<file path="src/rtl/sample_buf_ctrl_pkg.sv">
// Shared definitions for the ping-pong sample buffer controller.
// Optional feature macro: SAMPLE_BUF_OVF_CNT_EN (overflow counter).
package sample_buf_ctrl_pkg;

  localparam int ADDR_W_DEF  = 10;
  localparam int DATA_W_DEF  = 16;
  localparam int OFIFO_DEPTH = 2;

  typedef enum logic [1:0] {
    RD_IDLE  = 2'd0,
    RD_READ  = 2'd1,
    RD_DRAIN = 2'd2
  } rd_state_e;

endpackage

</file>
<file path="src/rtl/sample_buf_ofifo.sv">
// Two-entry output FIFO; dout reads zero whenever the FIFO is empty.
module sample_buf_ofifo
  import sample_buf_ctrl_pkg::*;
#(
  parameter int W = 18
) (
  input  logic         clk,
  input  logic         reset,
  input  logic         push,
  input  logic [W-1:0] din,
  input  logic         pop,
  output logic [W-1:0] dout,
  output logic         valid,
  output logic [1:0]   count
);

  logic [W-1:0] mem_r [OFIFO_DEPTH];
  logic         wr_ptr_r;
  logic         rd_ptr_r;
  logic [1:0]   count_r;

  // Storage, pointers and occupancy; the caller never pushes into a full FIFO.
  always_ff @(posedge clk) begin
    if (reset) begin
      for (int i = 0; i < OFIFO_DEPTH; i++) begin
        mem_r[i] <= {W{1'b0}};
      end
      wr_ptr_r <= 1'b0;
      rd_ptr_r <= 1'b0;
      count_r  <= 2'd0;
    end else begin
      if (push) begin
        mem_r[wr_ptr_r] <= din;
        wr_ptr_r        <= ~wr_ptr_r;
      end
      if (pop) begin
        rd_ptr_r <= ~rd_ptr_r;
      end
      case ({push, pop})
        2'b10:   count_r <= count_r + 2'd1;
        2'b01:   count_r <= count_r - 2'd1;
        default: count_r <= count_r;
      endcase
    end
  end

  assign valid = (count_r != 2'd0);
  assign dout  = valid ? mem_r[rd_ptr_r] : {W{1'b0}};
  assign count = count_r;

endmodule

</file>
<file path="src/rtl/sample_buf_ctrl.sv">
// Ping-pong sample buffer controller: fills RAM banks from a sample stream and
// streams full banks out. SAMPLE_BUF_OVF_CNT_EN enables the overflow counter.
module sample_buf_ctrl
  import sample_buf_ctrl_pkg::*;
#(
  parameter int ADDR_W = ADDR_W_DEF,
  parameter int DATA_W = DATA_W_DEF
) (
  input  logic              clk,
  input  logic              reset,
  input  logic              in_valid,
  input  logic [DATA_W-1:0] in_data,
  output logic              out_valid,
  input  logic              out_ready,
  output logic [DATA_W-1:0] out_data,
  output logic              out_last,
  output logic              out_bank,
  output logic              mem_cea,
  output logic [ADDR_W-1:0] mem_ada,
  output logic [DATA_W-1:0] mem_din,
  output logic              mem_ceb,
  output logic              mem_oce,
  output logic [ADDR_W-1:0] mem_adb,
  input  logic [DATA_W-1:0] mem_dout,
  output logic              ovf,
  input  logic              ovf_clr,
  output logic [15:0]       ovf_count
);

  localparam int OFF_W = ADDR_W - 1;
  localparam logic [OFF_W-1:0] OFF_MAX = {OFF_W{1'b1}};
  localparam logic [OFF_W-1:0] OFF_ONE = {{(OFF_W-1){1'b0}}, 1'b1};

  logic              wbank_r;
  logic [OFF_W-1:0]  woff_r;
  logic [1:0]        full_r;
  logic              rbank_r;
  logic [OFF_W-1:0]  roff_r;
  rd_state_e         state_r;
  logic              mem_cea_r;
  logic [ADDR_W-1:0] mem_ada_r;
  logic [DATA_W-1:0] mem_din_r;
  logic              inflight_r;
  logic              inflight_last_r;
  logic              inflight_bank_r;
  logic              ovf_r;

  logic              wr_ok_s;
  logic              drop_s;
  logic              pop_s;
  logic              release_s;
  logic              rd_en_s;
  logic              room_s;
  logic [2:0]        occ_s;
  logic              fifo_valid_s;
  logic [1:0]        fifo_count_s;
  logic [DATA_W+1:0] fifo_dout_s;

  assign wr_ok_s   = in_valid && !full_r[wbank_r];
  assign drop_s    = in_valid && full_r[wbank_r];
  assign pop_s     = fifo_valid_s && out_ready;
  assign release_s = (state_r == RD_DRAIN) && pop_s && out_last;

  // Read credit: FIFO entries plus the read in flight, crediting this cycle's pop.
  always_comb begin
    occ_s = {1'b0, fifo_count_s} + {2'b00, inflight_r};
    if (occ_s <= (3'd1 + {2'b00, pop_s})) begin
      room_s = 1'b1;
    end else begin
      room_s = 1'b0;
    end
  end

  // Read enable is decoded from current occupancy so a word can issue every cycle.
  assign rd_en_s = (state_r == RD_READ) && room_s && !reset;

  // Write port: registered RAM write strobe, address and data.
  always_ff @(posedge clk) begin
    if (reset) begin
      wbank_r   <= 1'b0;
      woff_r    <= {OFF_W{1'b0}};
      mem_cea_r <= 1'b0;
      mem_ada_r <= {ADDR_W{1'b0}};
      mem_din_r <= {DATA_W{1'b0}};
    end else begin
      mem_cea_r <= wr_ok_s;
      if (wr_ok_s) begin
        mem_ada_r <= {wbank_r, woff_r};
        mem_din_r <= in_data;
        woff_r    <= woff_r + OFF_ONE;
        if (woff_r == OFF_MAX) begin
          wbank_r <= ~wbank_r;
        end
      end
    end
  end

  // Bank full flags: set by the writer on the last offset, cleared on release.
  always_ff @(posedge clk) begin
    if (reset) begin
      full_r <= 2'b00;
    end else begin
      if (wr_ok_s && (woff_r == OFF_MAX)) begin
        full_r[wbank_r] <= 1'b1;
      end
      if (release_s) begin
        full_r[rbank_r] <= 1'b0;
      end
    end
  end

  // Reader FSM plus the one-cycle RAM latency tracking for FIFO capture.
  always_ff @(posedge clk) begin
    if (reset) begin
      state_r         <= RD_IDLE;
      rbank_r         <= 1'b0;
      roff_r          <= {OFF_W{1'b0}};
      inflight_r      <= 1'b0;
      inflight_last_r <= 1'b0;
      inflight_bank_r <= 1'b0;
    end else begin
      inflight_r      <= rd_en_s;
      inflight_last_r <= rd_en_s && (roff_r == OFF_MAX);
      inflight_bank_r <= rbank_r;
      case (state_r)
        RD_IDLE: begin
          if (full_r[rbank_r]) begin
            state_r <= RD_READ;
          end
        end
        RD_READ: begin
          if (rd_en_s) begin
            roff_r <= roff_r + OFF_ONE;
            if (roff_r == OFF_MAX) begin
              state_r <= RD_DRAIN;
            end
          end
        end
        RD_DRAIN: begin
          if (release_s) begin
            state_r <= RD_IDLE;
            rbank_r <= ~rbank_r;
          end
        end
        default: state_r <= RD_IDLE;
      endcase
    end
  end

  sample_buf_ofifo #(
    .W(DATA_W + 2)
  ) u_ofifo (
    .clk   (clk),
    .reset (reset),
    .push  (inflight_r),
    .din   ({inflight_bank_r, inflight_last_r, mem_dout}),
    .pop   (pop_s),
    .dout  (fifo_dout_s),
    .valid (fifo_valid_s),
    .count (fifo_count_s)
  );

  // Sticky overflow flag; a coincident overflow beats the clear.
  always_ff @(posedge clk) begin
    if (reset) begin
      ovf_r <= 1'b0;
    end else if (drop_s) begin
      ovf_r <= 1'b1;
    end else if (ovf_clr) begin
      ovf_r <= 1'b0;
    end
  end

`ifdef SAMPLE_BUF_OVF_CNT_EN
  logic [15:0] ovf_count_r;

  // Saturating drop counter, restarting at 1 when a drop meets a clear.
  always_ff @(posedge clk) begin
    if (reset) begin
      ovf_count_r <= 16'd0;
    end else if (drop_s) begin
      if (ovf_clr) begin
        ovf_count_r <= 16'd1;
      end else if (ovf_count_r != 16'hFFFF) begin
        ovf_count_r <= ovf_count_r + 16'd1;
      end
    end else if (ovf_clr) begin
      ovf_count_r <= 16'd0;
    end
  end

  assign ovf_count = ovf_count_r;
`else
  assign ovf_count = 16'd0;
`endif

  assign mem_cea   = mem_cea_r;
  assign mem_ada   = mem_ada_r;
  assign mem_din   = mem_din_r;
  assign mem_ceb   = rd_en_s;
  assign mem_adb   = rd_en_s ? {rbank_r, roff_r} : {ADDR_W{1'b0}};
  assign mem_oce   = 1'b1;
  assign out_valid = fifo_valid_s;
  assign out_bank  = fifo_dout_s[DATA_W+1];
  assign out_last  = fifo_dout_s[DATA_W];
  assign out_data  = fifo_dout_s[DATA_W-1:0];
  assign ovf       = ovf_r;

endmodule

</file>
<file path="config.mk">
export PLATFORM = sky130hd
export DESIGN_NAME = sample_buf_ctrl
export DESIGN_NICKNAME = d
export VERILOG_FILES = /design/src/rtl/sample_buf_ctrl_pkg.sv /design/src/rtl/sample_buf_ofifo.sv /design/src/rtl/sample_buf_ctrl.sv
export SDC_FILE = /design/constraint.sdc
export NUM_CORES = 1
export LEC_CHECK = 0
export ABC_AREA = 1
export BUFFER_PORTS_ARGS = -buffer_cell sky130_fd_sc_hd__buf_2
export CAP_MARGIN = 25
export CORE_MARGIN = 5
export CORE_UTILIZATION = 57
export DETAILED_ROUTE_END_ITERATION = 10
export GPL_ROUTABILITY_DRIVEN = 0
export PLACE_DENSITY = 0.85
export SLEW_MARGIN = 10
export SYNTH_ARGS = -nofsm -noshare
export SYNTH_HDL_FRONTEND = slang
export SYNTH_SLANG_ARGS = --single-unit
</file>
<file path="constraint.sdc">
create_clock -name clk -period 3.3 [get_ports clk]
set_input_delay 0.495 -clock clk [delete_from_list [all_inputs] [get_ports clk]]
set_output_delay 0.495 -clock clk [all_outputs]
set_load 0.01 [all_outputs]
</file>
==> out/qor.csv, run 1 <==
metric;value;unit
die outline height;96.9;um
largest net degree at the start of global routing;41;
final WL;8930;um
placeable core region;7290;um^2
source of the critical timing path;u_ofifo.count[0];
library cells used by synthesis;29;
portion of the post-synthesis area used by sequential elements;53.0;%
Worst Hold Path Cells;3;
final net count;668;
worst reg2reg setup slack;1040;ps
Pwr per Cell Area;455;nW/um^2
global-route wire length before repair;14700;um
Max Cap Viol;0;
final critical-path share of the clock period;91.9;%
ordered cell list for the critical path;ha_1 > inv_1 > fa_1 > nor2_1 > nand2_1 > nand2_1 > nand3_4 > nor2_1 > buf_2;
cell with the biggest individual delay on the critical path;dfxtp_1;
outcome;completed;
critical hold path startpoint;in_data[14];
number of DRC markers after the initial detailed-route iteration;151;
number of synthesis warnings;0;
kind of path behind the tightest hold check;input port to flip-flop;
effective utilization at floorplan;59.1;%
number of antenna violations at the first check in global routing;0;
Worst Tran Pin Value;785;ps
commonest non-fill, non-tap cells in the layout;nand2_1, buf_2, nor2_1;
post-synthesis sequential element count;96;
category of the critical setup timing path;flip-flop to output port;
final number of max-transition violations;0;
Post-Synthesis Cell Area;4310;um^2
Setup TNS Final;0;ps
Clock transition at path regs;90;ps
library cell with the largest summed area after synthesis;dfxtp_1;
setup violators final;0;
total number of H-tree levels;3;
post-route DRC violation count;0;
post-synthesis area per instance;8.04;um^2
via count of the first global-routing pass;3464;
FF-to-FF End;state_r[1];
leading cell type in the layout, fill and taps excluded;nand2_1;
clk root buf;clkbuf_8;
share of Yosys cell area claimed by the top area cell type;27.9;%
leakage power;2.31;nW
maximum achievable frequency;0.330;GHz
die width;96.9;um
routed vias;3571;
power consumption;2.26;mW
Crit path required time;2800;ps
Antenna Cells;0;
CTS buffer count;9;
TritonCTS clock tree;built;
number of endpoints with negative hold slack in the final report;0;
Die Outline Area;9400;um^2
placed wire-length estimate;6230;um
routed length per placed instance;12.3;um
clock insertion delay at the later pin of the skew report;350;ps
data arrival time of the critical path;2540;ps
delay of the slowest cell on the worst path;480;ps
fraction of final layout cells with drive strength greater than 1;20.5;%
number of buffers between clock root and the deepest sink;2;
signed area change from the synthesized netlist to the final layout;15.2;%
start of the worst register-to-register path;u_ofifo.count[0];
unrepaired setup endpoints after global routing;no;
first-pass iteration count of the detailed router;5;
element type at the critical path end;output port;
hold worst-path end;mem_din[14];
post-detailed-route via-to-cell ratio;4.91;
peak ir drop on the vdd network;0.248;mV
GR Overflow Total;0;
standard-cell rows;31;
type of origin of the critical path;flip-flop;
count of buffers from port buffering;94;
critical-path maximum fanout;15;
Boundary Pins;112;
main area contributors after synthesis;dfxtp_1, edfxtp_1, nand2_1, a21oi_1, nor2_1;
Clock Sink Count;96;
post-detailed-route count of antenna-violating nets;0;
FF-to-FF path depth;8;
instance count of the mapped netlist;536;
number of hold buffers added after CTS;0;
Clock Skew;7.83;ps
worst-case headroom to the max-slew limit;47.6;%
overall routing resource usage;18.3;%
minimum period implied by the final worst setup slack;3030;ps
cell usage after synthesis (all sizes together):
library cell / number
xnor2: 2
buf: 30
fa: 1
nor3: 5
nand2: 151
conb: 2
dfxtp: 60
inv: 58
a31oi: 1
edfxtp: 36
o21ai: 12
xor2: 1
clkbuf: 8
a21oi: 61
nor3b: 1
o211ai: 1
ha: 7
nor2: 79
nand3: 17
nand4: 3
report_power, final:
group | internal, mW | total, mW | switching [mW]
Clock | 0.352 | 0.748 | 0.397
Combinational | 0.0750 | 0.224 | 0.149
Sequential | 1.26 | 1.29 | 0.0243
layout make-up:
class / instances / area (um^2)
Inverter: 58 / 218
Tap cell: 99 / 124
Clock inverter: 7 / 71.3
Fill cell: 615 / 2330
Timing Repair Buffer: 99 / 508
Sequential cell: 96 / 2280
Clock buffer: 9 / 124
Multi-Input combinational cell: 359 / 1640
worst max-delay path by stage:
| stage | depth (start not counted) | end |
|---|---|---|
| after CTS | 9 | mem_adb[0] |
| after floorplan | 10 | mem_adb[1] |
| after global placement | 9 | mem_adb[0] |
| after detailed placement | 9 | mem_adb[0] |
| final | 9 | mem_adb[0] |
| after global routing | 9 | mem_adb[0] |
logic make-up (layout without fill, tap and decap cells):
family,Yosys count,count (layout),share of synthesized area (%)
simple gates,256,256,24.2
buf+inv,96,173,10.7
compound gates,75,75,8.89
flops,96,96,53.0
xor+xnor,3,3,0.610
fa+ha+maj,8,8,2.50
other cells,2,17,0.174
registers in the layout, indices dropped and copies added, names as in the netlist, named ones only:
register / cells
inflight_last_r: 1
inflight_bank_r: 1
wbank_r: 1
rbank_r: 1
mem_ada: 10
roff_r: 9
u_ofifo.mem_r: 36
ovf: 1
u_ofifo.wr_ptr_r: 1
u_ofifo.count: 2
inflight_r: 1
full_r: 2
woff_r: 9
mem_cea: 1
u_ofifo.rd_ptr_r: 1
state_r: 2
mem_din: 16
worst max-delay path, delay by kind of cell, from the launching register on:
kind,cells,cell delay [ps]
flops,1,480
buf+inv,2,210
simple gates,5,820
fa+ha+maj,2,680
stage by stage:
stage,worst slack [ps],cells,hold slack (ps),cell area [um^2],utilization [%]
6_report,267,727,383,4960,68.1
5_1_grt,82.3,727,370,4960,68.1
4_1_cts,176,727,371,4950,67.9
3_3_place_gp,292,710,443,4750,65.1
3_5_place_dp,124,710,453,4750,65.1
2_1_floorplan,845,551,426,4370,-
repair_timing:
action,in CTS,in global routing
pin swaps,1,0
gates resized for setup,1,1
endpoints found under the setup margin,11,1
hold endpoints to repair,0,0
setup buffers,1,0
per-layer routing:
layer | GRT usage (%) | share of wire [%]
met1 | 22.2 | 43
met2 | 32.1 | 48
met3 | 4.75 | 7.7
met4 | 4.75 | 1.1
met5 | 0 | 0
No activity file was read; power rests on OpenSTA's default activity.
==> run 2, diff against run 1 <==
==> constraint.sdc (replaced) <==
create_clock -name clk -period 3.3 [get_ports clk]
set_input_delay 0.33 -clock clk [delete_from_list [all_inputs] [get_ports clk]]
set_output_delay 0.33 -clock clk [all_outputs]
set_load 0.01 [all_outputs]
==> out/qor.csv, run 2 (synthesis results as in run 1) <==
metric;value;unit
number of hold buffers added after CTS;0;
Worst Tran Pin Value;794;ps
Max Cap Viol;0;
setup violators final;0;
total number of H-tree levels;3;
maximum achievable frequency;0.333;GHz
overall routing resource usage;18.6;%
effective utilization at floorplan;59.1;%
clk root buf;clkbuf_8;
clock insertion delay at the later pin of the skew report;360;ps
cell with the biggest individual delay on the critical path;dfxtp_1;
peak ir drop on the vdd network;0.254;mV
unrepaired setup endpoints after global routing;no;
largest net degree at the start of global routing;41;
fraction of final layout cells with drive strength greater than 1;20.6;%
FF-to-FF path depth;10;
family with the most delay on the worst path;simple AND/OR/NAND/NOR gates;
via count of the first global-routing pass;3491;
element type at the critical path end;output port;
kind of path behind the tightest hold check;input port to flip-flop;
worst-case headroom to the max-slew limit;47.0;%
highest-utilization routing layer at the global route stage;met2;
routed vias;3625;
type of origin of the critical path;flip-flop;
Clock Sink Count;96;
leading cell type in the layout, fill and taps excluded;nand2_1;
Final Util;68.5;%
die outline height;96.9;um
number of flip-flops in the largest register;36;
routed length per placed instance;12.4;um
minimum period implied by the final worst setup slack;3010;ps
start of the worst register-to-register path;u_ofifo.count[0];
post-detailed-route count of antenna-violating nets;0;
delay of the slowest cell on the worst path;480;ps
dpl cell area;4760;um^2
register name with the most flops;u_ofifo.mem_r;
number of DRC markers after the initial detailed-route iteration;150;
die width;96.9;um
Crit path required time;2970;ps
GRT met2 Usage;33.3;%
post-detailed-route via-to-cell ratio;4.97;
Pwr per Cell Area;467;nW/um^2
post-route DRC violation count;0;
Buf+Inv Stages, Crit Path;3;
commonest non-fill, non-tap cells in the layout;nand2_1, buf_2, nor2_1;
data arrival time of the critical path;2680;ps
Clock transition at path regs;90;ps
GR Overflow Total;0;
number of antenna violations at the first check in global routing;0;
outcome;completed;
Worst Hold Path Cells;3;
final net count;671;
CTS buffer count;9;
dpl ws;446;ps
leakage power;2.33;nW
count of buffers from port buffering;94;
standard-cell rows;31;
category of the critical setup timing path;flip-flop to output port;
worst reg2reg setup slack;960;ps
first-pass iteration count of the detailed router;4;
FF-to-FF End;roff_r[7];
met1 track demand over resource in global routing;20.7;%
placeable core region;7290;um^2
Global Route met3 Usage;5.32;%
Clock Skew;6.09;ps
Boundary Pins;112;
number of buffers between clock root and the deepest sink;2;
Worst Setup Slack, final;295;ps
global-route wire length before repair;14900;um
Final Instance Area;5000;um^2
number of endpoints with negative hold slack in the final report;0;
critical hold path startpoint;in_data[14];
Antenna Cells;0;
final critical-path share of the clock period;91.1;%
final WL;9040;um
ordered cell list for the critical path;ha_1 > inv_1 > fa_1 > nor2_1 > nand2_1 > nand2_1 > nand3_1 > buf_4 > nor2_1 > buf_2;
hold worst-path end;mem_din[14];
signed area change from the synthesized netlist to the final layout;16.0;%
critical-path maximum fanout;8;
final number of max-transition violations;0;
TritonCTS clock tree;built;
Die Outline Area;9400;um^2
Setup TNS Final;0;ps
placed wire-length estimate;6200;um
==> run 2: final cells by class <==
| cell class | count | area, um^2 |
|---|---|---|
| sequential | 96 | 2280 |
| fill | 626 | 2290 |
| timing repair buffer | 102 | 531 |
| tap | 99 | 124 |
| clock buffer | 14 | 185 |
| inverter | 58 | 218 |
| clock inverter | 2 | 35.0 |
| multi-input combinational | 359 | 1620 |
==> run 2: power breakdown <==
part | leakage, nW | internal [mW] | switching (mW)
registers | 0.860 | 1.26 | 0.0241
clock network | 0.115 | 0.441 | 0.382
logic | 1.36 | 0.0771 | 0.148
total | 2.33 | 1.78 | 0.554
==> run 2: timing repair <==
item	in CTS	in global routing
endpoints found under the setup margin	0	6
resized for setup	0	0
setup buffers	0	2
endpoints found under the hold margin	0	0
==> run 2: worst max path at each step <==
| stage | cells past startpoint | to | startpoint |
|---|---|---|---|
| 4_1_cts | 10 | mem_adb[8] | u_ofifo.count[0] |
| 5_1_grt | 10 | mem_adb[7] | u_ofifo.count[0] |
| 3_5_place_dp | 10 | mem_adb[8] | u_ofifo.count[0] |
| 3_3_place_gp | 10 | mem_adb[9] | u_ofifo.count[0] |
| 6_report | 10 | mem_adb[8] | u_ofifo.count[0] |
| 2_1_floorplan | 10 | mem_adb[1] | u_ofifo.count[0] |
==> run 2: per-layer routing <==
metal  routed length (um)  part of all wire (%)  vias up
met2                 4520                    50      129
li1                     -                     -     1830
met1                 3670                    41     1656
met5                    0                     0        -
met3                  772                   8.5       10
met4                   72                  0.80        0
==> run 2: stage by stage <==
step / cells / power, mW / hold WS [ps]
final: 730 / 2.33 / 214
after global routing: 730 / 2.42 / 203
after CTS: 728 / 2.34 / 197
after detailed placement: 712 / 1.53 / 452
after global placement: 712 / 1.52 / 442
after floorplan: 551 / 1.47 / 426
==> run 2: worst reg2reg max path, delay by kind of cell, from the launching register on <==
family,cells,cell delay [ps]
AO/OA/AOI/OAI,1,60
AND/OR/NAND/NOR,5,670
adder cells (fa/ha/maj),2,670
flip-flops,1,480
buffers and inverters,2,330
==> run 3, diff against run 2 <==
--- a/config.mk
+++ b/config.mk
@@ -8,6 +8,7 @@
 export ABC_AREA = 1
 export BUFFER_PORTS_ARGS = -buffer_cell sky130_fd_sc_hd__buf_2
 export CAP_MARGIN = 25
+export CORE_ASPECT_RATIO = 1.75
 export CORE_MARGIN = 5
 export CORE_UTILIZATION = 57
 export DETAILED_ROUTE_END_ITERATION = 10
==> out/qor.csv, run 3 (synthesis results as in run 1) <==
metric;value;unit
Clock transition at path regs;60;ps
post-detailed-route count of antenna-violating nets;0;
number of antenna violations at the first check in global routing;0;
leakage power;2.35;nW
Die Outline Area;9470;um^2
via count of the first global-routing pass;3448;
start of the worst register-to-register path;u_ofifo.count[0];
final number of max-transition violations;0;
type of origin of the critical path;flip-flop;
placed wire-length estimate;6490;um
clk root buf;clkbuf_16;
Final Instance Area;5050;um^2
number of endpoints with negative hold slack in the final report;0;
switch share;23.3;%
source of the critical timing path;u_ofifo.count[0];
critical-path maximum fanout;15;
die width;75.7;um
dpl ws;326;ps
final net count;669;
Crit path required time;2970;ps
global-route wire length before repair;14600;um
kind of path behind the tightest hold check;input port to flip-flop;
first-pass iteration count of the detailed router;4;
worst reg2reg setup slack;1040;ps
peak ir drop on the vdd network;0.437;mV
TritonCTS clock tree;built;
Buf+Inv Stages, Crit Path;2;
Worst Setup Slack, final;396;ps
number of DRC markers after the initial detailed-route iteration;222;
worst-case headroom to the max-slew limit;45.0;%
routed vias;3572;
largest net degree at the start of global routing;41;
cell with the biggest individual delay on the critical path;dfxtp_1;
final cell count without fillers;717;
sequential share of power;50.8;%
post-route DRC violation count;0;
overall routing resource usage;19.5;%
Setup TNS Final;0;ps
hold worst-path end;mem_din[2];
Boundary Pins;112;
effective utilization at floorplan;57.7;%
FF-to-FF End;roff_r[0];
clock insertion delay at the later pin of the skew report;330;ps
Power Internal;1.94;mW
Worst Tran Pin Value;823;ps
hold_ws;237;ps
setup violators final;0;
standard-cell rows;42;
power consumption;2.53;mW
final WL;9010;um
placeable core region;7460;um^2
FF-to-FF path depth;9;
Final Util;67.7;%
Worst Hold Path Cells;3;
dpl cell area;4740;um^2
Max Cap Viol;0;
register name with the most flops;u_ofifo.mem_r;
Clock Sink Count;96;
fillers;600;
Clock power frac;40.5;%
post-detailed-route via-to-cell ratio;4.98;
data arrival time of the critical path;2570;ps
signed area change from the synthesized netlist to the final layout;17.2;%
count of buffers from port buffering;94;
die outline height;125;um
Antenna Cells;0;
share of power burned in combinational logic;8.7;%
family with the most delay on the worst path;simple AND/OR/NAND/NOR gates;
count of placed standard cells including taps;700;
number of flip-flops in the largest register;36;
element type at the critical path end;output port;
delay of the slowest cell on the worst path;470;ps
fraction of final layout cells with drive strength greater than 1;20.3;%
routed length per placed instance;12.6;um
final critical-path share of the clock period;88.0;%
outcome;completed;
total number of H-tree levels;3;
Clock Skew;6.45;ps
CTS buffer count;9;
number of hold buffers added after CTS;0;
Sw Pwr;0.589;mW
critical hold path startpoint;in_data[2];
Pwr per Cell Area;501;nW/um^2
leading cell type in the layout, fill and taps excluded;nand2_1;
maximum achievable frequency;0.344;GHz
commonest non-fill, non-tap cells in the layout;nand2_1, buf_2, nor2_1;
minimum period implied by the final worst setup slack;2900;ps
number of buffers between clock root and the deepest sink;2;
category of the critical setup timing path;flip-flop to output port;
GR Overflow Total;0;
ordered cell list for the critical path;ha_1 > inv_1 > fa_1 > nor2_1 > nand2_1 > nand2_1 > nand3_2 > nor2_1 > buf_2;
unrepaired setup endpoints after global routing;no;
## run 3: cell types whose count changed in the layout (fill, tap and decap cells not counted), sizes merged
cell      delta
buf          -2
clkinvlp     +3
clkbuf       -3
## run 3: power groups by stage
| stage | registers [mW] | logic (mW) | clock network (mW) |
|---|---|---|---|
| 6_report | 1.29 | 0.220 | 1.02 |
| 5_1_grt | 1.29 | 0.251 | 1.10 |
| 4_1_cts | 1.29 | 0.222 | 1.05 |
| 3_5_place_dp | 1.31 | 0.218 | 0 |
| 3_3_place_gp | 1.31 | 0.210 | 0 |
| 2_1_floorplan | 1.31 | 0.155 | 0 |
## run 3: repair_timing
item                                    CTS  global route
pin swaps                                 1             0
resized for setup                         0             1
endpoints found under the setup margin    2             3
buffers inserted                          1             0
## run 3: worst min-delay path, delay by kind of cell
| kind | cells | cell delay [ps] |
|---|---|---|
| buf+inv | 1 | 90 |
| simple gates | 1 | 50 |
| compound gates | 1 | 50 |
## run 3: how the worst max path moves through the flow
stage | endpoint | slack, ps | depth (start not counted)
global route | mem_adb[0] | 170 | 9
floorplan | mem_adb[1] | 1010 | 10
global placement | mem_adb[0] | 470 | 9
finish | mem_adb[0] | 400 | 9
CTS | mem_adb[0] | 200 | 9
detailed placement | mem_adb[0] | 330 | 9
## run 3: layer usage
metal  share of wire [%]  vias to the layer above  GRT usage [%]
met5                   0                        -              0
met4                0.44                        0           6.08
li1                    -                     1829              -
met2                  55                       93           34.7
met3                 6.6                        2           5.22
met1                  38                     1648           21.8
## run 3: cell type report
cell class,instances,area [um^2],share of cell area [%]
clock buffer,11,243,4.80
timing repair buffer,100,515,10.2
sequential,96,2280,45.2
multi-input combinational,359,1630,32.2
tap,88,110,2.18
clock inverter,5,56.3,1.11
inverter,58,218,4.31
